$ cat src/rtl/rupt_request_latch_pkg.sv
// rupt_request_latch_pkg: rupt source indices, source count and vector layout
package rupt_request_latch_pkg;
  localparam int NSRC = 10;
  localparam int AD_W = 4;
  localparam int RS_T6 = 0;
  localparam int RS_T5 = 1;
  localparam int RS_T3 = 2;
  localparam int RS_T4 = 3;
  localparam int RS_KEY1 = 4;
  localparam int RS_KEY2 = 5;
  localparam int RS_UP = 6;
  localparam int RS_DOWN = 7;
  localparam int RS_RADAR = 8;
  localparam int RS_HAND = 9;
  localparam logic [11:0] VEC_BASE = 12'o4000;
  localparam logic [11:0] VEC_STRIDE = 12'd4;
  function automatic logic [11:0] rupt_vector(input logic [AD_W-1:0] ad);
    return VEC_BASE + VEC_STRIDE * (12'(ad) + 12'd1);
  endfunction
endpackage

$ cat src/rtl/rupt_edge_sync.sv
// rupt_edge_sync: two-flop synchroniser with rising-edge pulse per bit
module rupt_edge_sync #(
  parameter int W = 1
) (
  input  logic         CLOCK,
  input  logic         rst,
  input  logic [W-1:0] d,
  output logic [W-1:0] rise
);
  logic [W-1:0] s1, s2, prev;
  logic [2:0] vld;
  always_ff @(posedge CLOCK)
    if (!rst) begin
      s1 <= '0;
      s2 <= '0;
      prev <= '0;
      vld <= '0;
    end else begin
      s1 <= d;
      s2 <= s1;
      prev <= s2;
      vld <= {vld[1:0], 1'b1};
    end
  // levels already high when reset lifts must not look like fresh edges
  assign rise = vld[2] ? s2 & ~prev : '0;
endmodule

$ cat src/rtl/rupt_request_latch.sv
// rupt_request_latch: latches rupt source edges, presents the winner to rupt service, times rupt lock
module rupt_request_latch #(
  parameter int NSRC = rupt_request_latch_pkg::NSRC,
  parameter int LOCK_TICKS = 140,
  parameter int LOCK_W = 8
) (
  input  logic            CLOCK,
  input  logic            rst,
  input  logic [NSRC-1:0] RSRC,
  input  logic            GOJAM,
  input  logic            INHINT,
  input  logic            RRPA,
  input  logic            RESUME,
  input  logic            TICK,
  output logic            RUPTREQ,
  output logic [3:0]      RPTAD,
  output logic [NSRC-1:0] PEND,
  output logic            IIP,
  output logic            RLOCK
);
  import rupt_request_latch_pkg::*;
  logic [NSRC-1:0] rise, clr;
  logic [AD_W-1:0] win;
  logic [LOCK_W-1:0] cnt;
  logic ack;
  rupt_edge_sync #(.W(NSRC)) u_sync (
    .CLOCK(CLOCK),
    .rst(rst & ~GOJAM),
    .d(RSRC),
    .rise(rise)
  );
  assign ack = RRPA & RUPTREQ;
  assign clr = ack ? NSRC'(1) << RPTAD : '0;
  always_comb begin
    win = '0;
    for (int i = NSRC - 1; i >= 0; i--) if (PEND[i]) win = AD_W'(i);
  end
  // a fresh edge on the source being acknowledged re-pends it
  always_ff @(posedge CLOCK)
    if (!rst || GOJAM) begin
      PEND <= '0;
      IIP <= 1'b0;
      cnt <= '0;
      RUPTREQ <= 1'b0;
      RPTAD <= '0;
      RLOCK <= 1'b0;
    end else begin
      PEND <= (PEND & ~clr) | rise;
      RUPTREQ <= !ack && |PEND && !INHINT && !IIP;
      RPTAD <= win;
      IIP <= ack || (IIP && !RESUME);
      cnt <= !IIP ? '0 : (TICK && cnt != LOCK_W'(LOCK_TICKS)) ? cnt + 1'b1 : cnt;
      RLOCK <= IIP && TICK && cnt == LOCK_W'(LOCK_TICKS - 1);
    end
endmodule

$ cat config.mk
export PLATFORM = sky130hd
export DESIGN_NAME = rupt_request_latch
export DESIGN_NICKNAME = d
export VERILOG_FILES = /design/src/rtl/rupt_request_latch_pkg.sv /design/src/rtl/rupt_edge_sync.sv /design/src/rtl/rupt_request_latch.sv
export SDC_FILE = /design/constraint.sdc
export NUM_CORES = 1
export LEC_CHECK = 0
export CAP_MARGIN = 20
export CORE_ASPECT_RATIO = 1.75
export CORE_MARGIN = 5
export CORE_UTILIZATION = 25
export CTS_CLUSTER_SIZE = 30
export DETAILED_ROUTE_END_ITERATION = 10
export GPL_ROUTABILITY_DRIVEN = 0
export GPL_TIMING_DRIVEN = 0
export PLACE_DENSITY = 0.44
export SYNTH_ARGS = -nofsm -noshare
export SYNTH_HDL_FRONTEND = slang
export SYNTH_SLANG_ARGS = --single-unit
$ cat constraint.sdc
create_clock -name CLOCK -period 2.5 [get_ports CLOCK]
set_input_delay 0.25 -clock CLOCK [delete_from_list [all_inputs] [get_ports CLOCK]]
set_output_delay 0.25 -clock CLOCK [all_outputs]
set_load 0.02 [all_outputs]
== Yosys cells after proc, flatten, opt, wreduce, memory -nomap -nowiden ==
Index checks and enable logic that the tools add are counted.
Word-level totals
  flip-flop bits (word level): 58
  input bits: 17
Cells by class
  eq/ne operators: 2
  add/subtract/negate cells: 1
  bitwise gates (word level): 9
  shift operators: 1
  reduce and logical (&&, ||, !) cells: 20
  multiplexer cells: 12
Operators by type and width (number)
  $and A10 B10 Y10: 2
  $mux W10: 2
  $not A10 Y10: 2
  $mux W3: 4
  $or A10 B10 Y10: 1
  $reduce_or A10 Y1: 1
  $shl A1 B4 Y10 const A: 1
  $reduce_or A9 Y1: 1
  $add A8 B1 Y8 const B: 1
  $eq A8 B8 Y1 const B: 1
  $mux W4: 2
  $ne A8 B8 Y1 const B: 1
  $logic_and A1 B1 Y1: 7
  $logic_not A1 Y1: 5
  $reduce_or A5 Y1: 1
  $mux W2: 2
  $reduce_or A2 Y1: 2
  $reduce_or A3 Y1: 1
  $and A1 B1 Y1: 2
  $logic_or A1 B1 Y1: 2
  $mux W1: 2
  $not A1 Y1: 2

== Depth between registers and ports, before layout ==
Gate-level depths: netlist of the first run.
  word-level depth: 9
  gate-level depth with buffers: 5
  gate-level depth less buffers: 4

== By module ==
A second synthesis of the first run with hierarchy kept.
Second synthesis, totals
  cell total of the unflattened synthesis: 215
  area total of the unflattened synthesis: 2108.3 sq um
Modules (own cells, without submodules)
  rupt_request_latch: instances 1, area each 1129.8 sq um, cells each 137
  rupt_edge_sync: instances 1, area each 978.4 sq um, cells each 78

== Least setup slack after synthesis of the first run ==
OpenSTA, ideal clock, no wires.
  kind: reg-to-reg
  start point: reg cnt[4]
  end point: reg cnt[0]
  slack: 1.174 ns
  clock period less this slack: 1.326 ns
  arrival time: 1.205 ns
  buffers on the path: 0
  data required time: 2.379 ns
  cell stages (with the launch flop): 4
  library setup time: 0.121 ns
  path through: dfxtp_1 > nor4b_4 > a41oi_2 > mux2_4
On the way
  longest elaborated chain between the ends: 2
RTL lines
  from (decl): RTL line rupt_request_latch.sv:24  | logic [LOCK_W-1:0] cnt;
  from (signal assigned): RTL line rupt_request_latch.sv:52  | cnt <= !IIP ? '0 : (TICK && cnt != LOCK_W'(LOCK_TICKS)) ? cnt + 1'b1 : cnt;
  $ne A8 B8 Y1: RTL line rupt_request_latch.sv:52
  $logic_and A1 B1 Y1: RTL line rupt_request_latch.sv:52
Every way passes these cells.
A chain may end at the register's enable or synchronous reset.

== Worst setup path after layout of the first run ==
  start point: reg RPTAD[0]
  end point: out RPTAD[0]
RTL lines
  from (decl): RTL line rupt_request_latch.sv:16  | output logic [3:0] RPTAD,
  from (signal assigned): RTL line rupt_request_latch.sv:50  | RPTAD <= win;
No word-level cell between the ends.

==> results.txt, run 1 <==
After synthesis, the most frequently instantiated cells are dfxtp_1, and2_1, a21oi_1, nor2_1, o21ai_0. The critical path's slowest cell is clkdlybuf4s50_1. The instance count after placement with tap cells included came out at 328. The cell row count is 43. The first global-routing pass estimated 7420 um of wire. The area growth from synthesis to final layout is 38.1%. The max-slew violation count is 0. Once placement finished, the instance area stood at 2500 um2.

The dominant cell type by area after synthesis is dfxtp_1. The buffers inserted during post-CTS setup optimization is 0. The simple-gate share of the synthesized area is 0.264. The synthesized-area fraction occupied by ao, oa, aoi and oai cells came out at 0.121. The post-synthesis average cell area is 10.0 um2.

Of the cells placed in the final design, the portion with a size suffix greater than 1 is 0.0827. In this run the tightest slew margin relative to its limit is 0.614. The top cell family by delay on the critical path is buffers and inverters. Of the total synthesized cell area, the portion taken by XOR and XNOR cells is 0. The post-synthesis async set-or-reset flop share came out at 0. The cell sitting at the root of the clock tree is a clkbuf_16.

The worst-case IR drop observed on VDD is roughly 0.42 mV. The count of input and output buffers is 33. The area share of the largest cell type after synthesis is 0.566.

By instance count, the leading cell after synthesis is dfxtp_1. The DRC violation count after routing is 0. The mux cell area share after synthesis is 0.0122. The final instance count without filler cells is 344. TritonCTS built the clock tree.

By area, the combinational part of the netlist is dominated by simple AND/OR/NAND/NOR gates. The per-cell routed wire length came out at 13.2 um. In the global route stage, overall resource usage came out at 0.0989.

The required time of the worst setup path came out at 2.25 ns. The number of unique standard cell types used by synthesis is 33. The clock slew seen by the registers of the worst setup and hold paths is approximately 0.05 ns. The placed wire-length estimate came out at around 3300 um. Ranked by total cell area, the synthesized netlist is headed by dfxtp_1, and2_1, a21oi_1, nand3b_1, o21ai_0.

The number of buffers and inverters on the critical path is 1. The TritonCTS sink count is 58. The insertion delay to the later sink of the worst-skew pair came out at 0.33 ns. The number of antenna diodes in the final layout is 0. Clock skew on the completed layout was measured at 0.00724 ns. Global routing finished with a remaining overflow of 0. Derived from the worst setup path, the maximum achievable clock frequency is slightly below 0.6 GHz.

Setup violations remaining at the end of the flow were counted as 0. The number of buffers inserted by hold repair at cts is 0. Measured along the y axis, the die boundary spans 130 um. In this run the remaining antenna-violating nets after routing total 0.

The total of warnings raised by yosys came out at 0. The final clock period utilization by the worst path came out at 0.693. The initial antenna violation count is 0. The maximum fanout along the worst path is 8. The final count of hold timing violations came out at 0. The area enclosed by the die boundary came out at approximately 10,000 um2. The total negative slack came out at 0 ns. Measured along the x axis, the die boundary spans 78.5 um. For this configuration, the core starts out at a cell density of 0.258. The worst setup path is captured at an output port. The net count of the mapped netlist came out at 224. The maximum number of buffers from clock root to sink came out at 2. After technology mapping, the gate count stands at slightly above 200. The sequential element share of the synthesized area is 0.566.

For this run, the detailed router's first-pass iteration total came to 4. The count of routing violations after the opening detailed-route iteration is 46. The final wirelength came out at 4530 um. The total power per unit cell area came out at approximately 830 nW/um2. Walking the worst path, the cells encountered are clkdlybuf4s50_1. After detailed routing, the number of vias per cell comes to between 4 and 5. Setup repair after global routing left no endpoint under its margin. The number of global-route vias before repair came out at between 1.5k and 2k.

The number of vias in the routed layout came out at 1,576. The kind of launch point of the worst setup path is a flip-flop. Buffers inserted during clock tree synthesis total 9. The total chip power is ~2.4 mW. The number of enable-type register cells in the synthesized netlist is 0. In this run the standard cell core region covers 7960 um2. The total of flip-flops plus latches after synthesis came out at 58. The post-layout minimum cycle time came out at between 1.5 and 2 ns. The area of the mapped netlist came out at between 2000 and 2500 um2. The worst hold path class is flip-flop to flip-flop. The number of gates resized after CTS was 0.

The max capacitance violation total is 0. The flip-flop cell with the highest count after synthesis is dfxtp_1. The critical path class is flip-flop to output port. The post-route cell area is between 2000 and 3000 um2. The final layout net count came out at 268. The pin count of the biggest net entering global routing came out at 11. The adder-cell area share of the yosys netlist came out at 0.0122. The H-tree was split into 3 levels. The transition at the pin with the smallest max-transition slack is 0.579 ns. The worst endpoint data arrival time came out at 1.48 ns. The number of top-level pins is 34. The run finished with clean final reports. The leakage component of the power is about 1.0 nW. For this run, the slowest stage of the critical path takes 0.67 ns.
## sequential cells by signal, summed over array words and instances (netlist names)
name / count
u_sync.s1: 10
RPTAD: 4
RLOCK: 1
RUPTREQ: 1
PEND: 10
u_sync.s2: 10
u_sync.prev: 10
IIP: 1
u_sync.vld: 3
cnt: 8
## logic make-up after synthesis
logic type,Yosys count
AND/OR/NAND/NOR,89
flip-flops,58
AO/OA/AOI/OAI,40
buffers and inverters,14
multiplexers,2
adder cells (fa/ha/maj),2
## final timing paths
kind	from	to	slack, ns	depth (start not counted)
worst max-delay path	RPTAD[0]	RPTAD[0]	0.77	1
worst max register to register	cnt[4]	cnt[0]	1.07	3
worst min register to register	u_sync.s1[3]	u_sync.s2[3]	0.42	1
worst min-delay path	u_sync.s1[3]	u_sync.s2[3]	0.42	1
## cells in the final DEF, fill, tap and decap left out, types with 2 or more instances in the layout
| master | netlist | final |
|---|---|---|
| bufinv_16 | 0 | 2 |
| a21oi_1 | 18 | 18 |
| o41ai_1 | 3 | 3 |
| o31ai_1 | 3 | 3 |
| clkbuf_8 | 0 | 3 |
| nand2b_1 | 3 | 3 |
| nand3_1 | 5 | 5 |
| nor4_1 | 3 | 3 |
| inv_1 | 8 | 8 |
| nand4_1 | 3 | 3 |
| or3_1 | 2 | 2 |
| clkbuf_1 | 6 | 6 |
| dfxtp_1 | 58 | 58 |
| a211oi_1 | 3 | 3 |
| clkdlybuf4s50_1 | 0 | 33 |
| ha_1 | 2 | 2 |
| clkbuf_16 | 0 | 9 |
| nor2_1 | 10 | 10 |
| nand2_1 | 8 | 8 |
| and3b_1 | 3 | 3 |
| nand3b_1 | 8 | 8 |
| nor3_1 | 4 | 4 |
| o21ai_0 | 9 | 9 |
| nor2b_1 | 2 | 2 |
| and2_1 | 32 | 32 |
## final cells by class
type,count,area (um2)
flip-flops and latches,58,1160
fillers,833,5130
clock buffers,12,267
repair buffers,33,330
well taps,90,113
plain buffers,6,22.5
clock inverters,4,72.6
multi-input cells,133,840
inverters,8,30.0
## power breakdown
part | switching [mW] | internal, mW
Clock | 0.412 | 0.950
Combinational | 0.0213 | 0.0318
Sequential | 0.00249 | 0.937
Total | 0.436 | 1.92
## per-stage QoR
| step | hold slack, ns | utilization | setup WS, ns |
|---|---|---|---|
| finish | 0.419 | 0.356 | 0.768 |
| global route | 0.433 | 0.356 | 0.701 |
| CTS | 0.424 | 0.356 | 0.751 |
| detailed placement | 0.412 | 0.313 | 0.543 |
| global placement | 0.409 | 0.313 | 0.574 |
| floorplan | 0.372 | - | 1.17 |
## metal layers
metal	track usage	wire length [um]	vias up
li1	-	-	805
met1	0.0948	1820	716
met2	0.165	2290	41
met3	0.0414	229	14
met4	0.0783	186	0
met5	0	0	-
Power figures use the tool's default switching activity.
==> run 2: changes to the inputs <==
Clock period 2.5 ns to 1.79 ns, I/O delays scaled along.
==> results of run 2 <==
Same layout as run 1 (identical final DEF). Status: completed.
Main changes from that run: setup slack after placement 0.543 ns -> -0.0963 ns; setup slack after layout 0.768 ns -> 0.129 ns; hold slack 0.419 ns -> 0.412 ns; register-to-register setup slack 1.07 ns -> 0.36 ns; end point of the worst hold path u_sync.s2[3] -> u_sync.s1[8]; total power 2.36 mW -> 3.29 mW; worst IR drop on VDD 0.421 mV -> 0.589 mV
==> run 3: changes to the inputs <==
Settings changed: CORE_MARGIN 5 to not set.
==> results.txt, run 3 (synthesis results as in run 1) <==
The internal portion of the total power is 2.68 mW. The worst setup path is launched from a flip-flop. The cell row count came to 43 (unchanged). The transition at the pin with the smallest max-transition slack came out at 0.552 ns (-0.0268 ns).

The die width came to 70.5 um (-10%). The core occupancy in the finished layout is 0.356 (unchanged). The setup check on the worst reg-to-reg path leaves a slack of 0.35 ns. In this design, the largest share of critical-path delay is due to buffers and inverters.

The clock network fraction of total power is 0.577 (about the same). The depth of the critical timing path with buffers and inverters included is 1 (unchanged). The number of cell instances on the worst register-to-register path is 4 (+1). The worst clock skew on the final layout is 0.00726 ns (+0.0000190 ns). The final instance count without filler cells is 344 (unchanged).

The critical path's slowest cell is clkdlybuf4s50_1. The buffers inserted during post-CTS setup optimization was 0 (unchanged). The final clock period utilization by the worst path is 0.925.

The count of input and output buffers came out at 33 (unchanged). Leaving out fill and tap cells, the most frequent cells in the layout are dfxtp_1, clkdlybuf4s50_1, and2_1. The max-slew headroom at the worst pin is 0.632 (+0.0178). Setup repair after global routing left no endpoint under its margin.

The total global routing track utilization is 0.115 (+0.0165). The fraction of final layout cells with drive strength greater than 1 came out at 0.0827 (unchanged). The deepest level of the CTS H-tree came out at 3 (unchanged). The flow ran to the end, but the final reports show violations. The final layout net count is 268 (unchanged). The worst hold path class is input port to flip-flop.

The post-layout minimum cycle time came out at approximately 1.7 ns. The die height came out at 122 um (-6.2%). The per-cell routed wire length came out at 12.6 um (-3.9%). The wire length of the first global-routing pass is 7330 um (-1.2%). The end of the critical path is RPTAD[0]. The final reports fail on design-rule violations. The CTS buffer count came out at 9 (unchanged). The start point of the critical path is RPTAD[0]. In this run the critical register-to-register path is captured at cnt[0].

The initial core utilization was 0.258 (unchanged). The number of search-and-repair iterations in the first detailed-routing pass came out at 7 (+3). The count of routing violations after the opening detailed-route iteration came out at 116 (+150%). The signal on the critical path passes through clkdlybuf4s50_1.

The number of inserted diodes was 0 (unchanged). The maximum number of buffers from clock root to sink came out at 2 (unchanged). The initial antenna violation count came out at 0 (unchanged). The combinational power share came out at 0.023 (about the same). The number of buffers inserted by hold repair at cts is 0 (unchanged). The pin count of the biggest net entering global routing came out at 11 (unchanged).

The max capacitance violation total was 0 (unchanged). The clock tree from TritonCTS is done. The highest attainable clock frequency came out at 0.604 GHz. The count of instances resized after the clock tree is built is 0 (unchanged). The instance count after placement with tap cells included came to 328 (unchanged). The DRC violation count after routing is 7 (+7). The max-slew violation count came out at 0 (unchanged). The final count of hold timing violations came out at 0 (unchanged). The final wirelength came out at 4350 um (-3.9%).

The switching share of power came out at 0.183. The insertion delay to the later sink of the worst-skew pair is 0.32 ns (about the same). The switching component of the power came out at 0.602 mW.

The filler cell count in the final layout is 828 (-0.60%). The commonest non-fill, non-tap cell in the layout is dfxtp_1. In this run the critical register-to-register path is launched from cnt[0]. The sequential fraction of design power is 0.400 (about the same). The area enclosed by the die boundary came out at 8590 um2 (-16%). The worst endpoint data arrival time was 1.48 ns (about the same). The total global routing overflow came out at 0 (unchanged). The number of global-route vias before repair is 1,495 (-3.3%). The critical path is of the flip-flop to output port type. The clock slew seen by the registers of the worst setup and hold paths is 0.05 ns (about the same). The maximum fanout along the worst path came out at 8 (unchanged).

IR analysis of the VDD net gives a maximum drop of 0.525 mV. The worst setup path is captured at an output port. The required time of the worst setup path is ~1.6 ns. The number of nets with antenna violations after detailed routing is 0 (unchanged). The sum of buffers and inverters on the critical path is 1 (unchanged). The via count normalized by instance count came out at 4.51 (-1.6%). The area growth from synthesis to final layout was 38.1% (unchanged). The TritonCTS sink count was 58 (unchanged). The leakage component of the power came out at 1.03 nW (unchanged).

The number of setup violations in the final report is 0 (unchanged). The number of top-level pins is 34 (unchanged). The number of vias in the routed layout came to 1,550 (-1.6%). The maximum single-stage delay on the critical path is 0.67 ns (about the same). The area of the placeable core was 7960 um2 (unchanged). The placed wire-length estimate came out at 3140 um (-5.4%). The total power per unit cell area is 1160 nW/um2. The root buffer selected by CTS is clkbuf_16.
[run 3: cell counts in the layout (fill, tap and decap cells not counted)]
Identical to the previous run, type by type.
[run 3: area by class of cell]
| type | count | area, um2 | area share |
|---|---|---|---|
| tap | 90 | 113 | 0.0397 |
| buffer | 6 | 22.5 | 0.00794 |
| sequential | 58 | 1160 | 0.410 |
| timing repair buffer | 33 | 330 | 0.117 |
| multi-input combinational | 133 | 840 | 0.296 |
| clock inverter | 4 | 72.6 | 0.0256 |
| clock buffer | 12 | 267 | 0.0940 |
| inverter | 8 | 30.0 | 0.0106 |
[run 3: power by group through the flow]
stage / clock network [mW] / registers, mW / logic, mW
global placement: 0 / 1.34 / 0.0762
floorplan: 0 / 1.34 / 0.0287
CTS: 1.95 / 1.31 / 0.0767
finish: 1.90 / 1.31 / 0.0746
global route: 1.99 / 1.31 / 0.0837
detailed placement: 0 / 1.34 / 0.0765
[run 3: metal layers]
layer	up-vias	GRT usage	share of wire
li1	800	-	-
met1	699	0.121	0.42
met2	40	0.193	0.50
met3	11	0.0314	0.040
met4	0	0.0906	0.034
met5	-	0	0
[run 3: stage by stage]
stage | power [mW] | cell area, um2 | setup slack [ns] | hold slack (ns) | setup TNS (ns)
final | 3.28 | 2840 | 0.135 | 0.414 | 0
after global routing | 3.39 | 2840 | 0.0697 | 0.422 | 0
after CTS | 3.33 | 2840 | 0.115 | 0.400 | 0
after detailed placement | 1.42 | 2500 | -0.0359 | 0.410 | -0.0636
after global placement | 1.42 | 2500 | -0.0753 | 0.409 | -0.127
after floorplan | 1.37 | 2050 | 0.464 | 0.301 | 0
[run 3: worst min-delay path by stage]
stage / startpoint / endpoint / slack (ns) / depth (start not counted)
2_1_floorplan: RSRC[0] / u_sync.s1[0] / 0.30 / 1
3_3_place_gp: u_sync.s1[9] / u_sync.s2[9] / 0.41 / 1
3_5_place_dp: u_sync.vld[1] / u_sync.vld[2] / 0.41 / 1
4_1_cts: RSRC[7] / u_sync.s1[7] / 0.40 / 2
5_1_grt: RSRC[9] / u_sync.s1[9] / 0.42 / 2
6_report: RSRC[7] / u_sync.s1[7] / 0.41 / 2
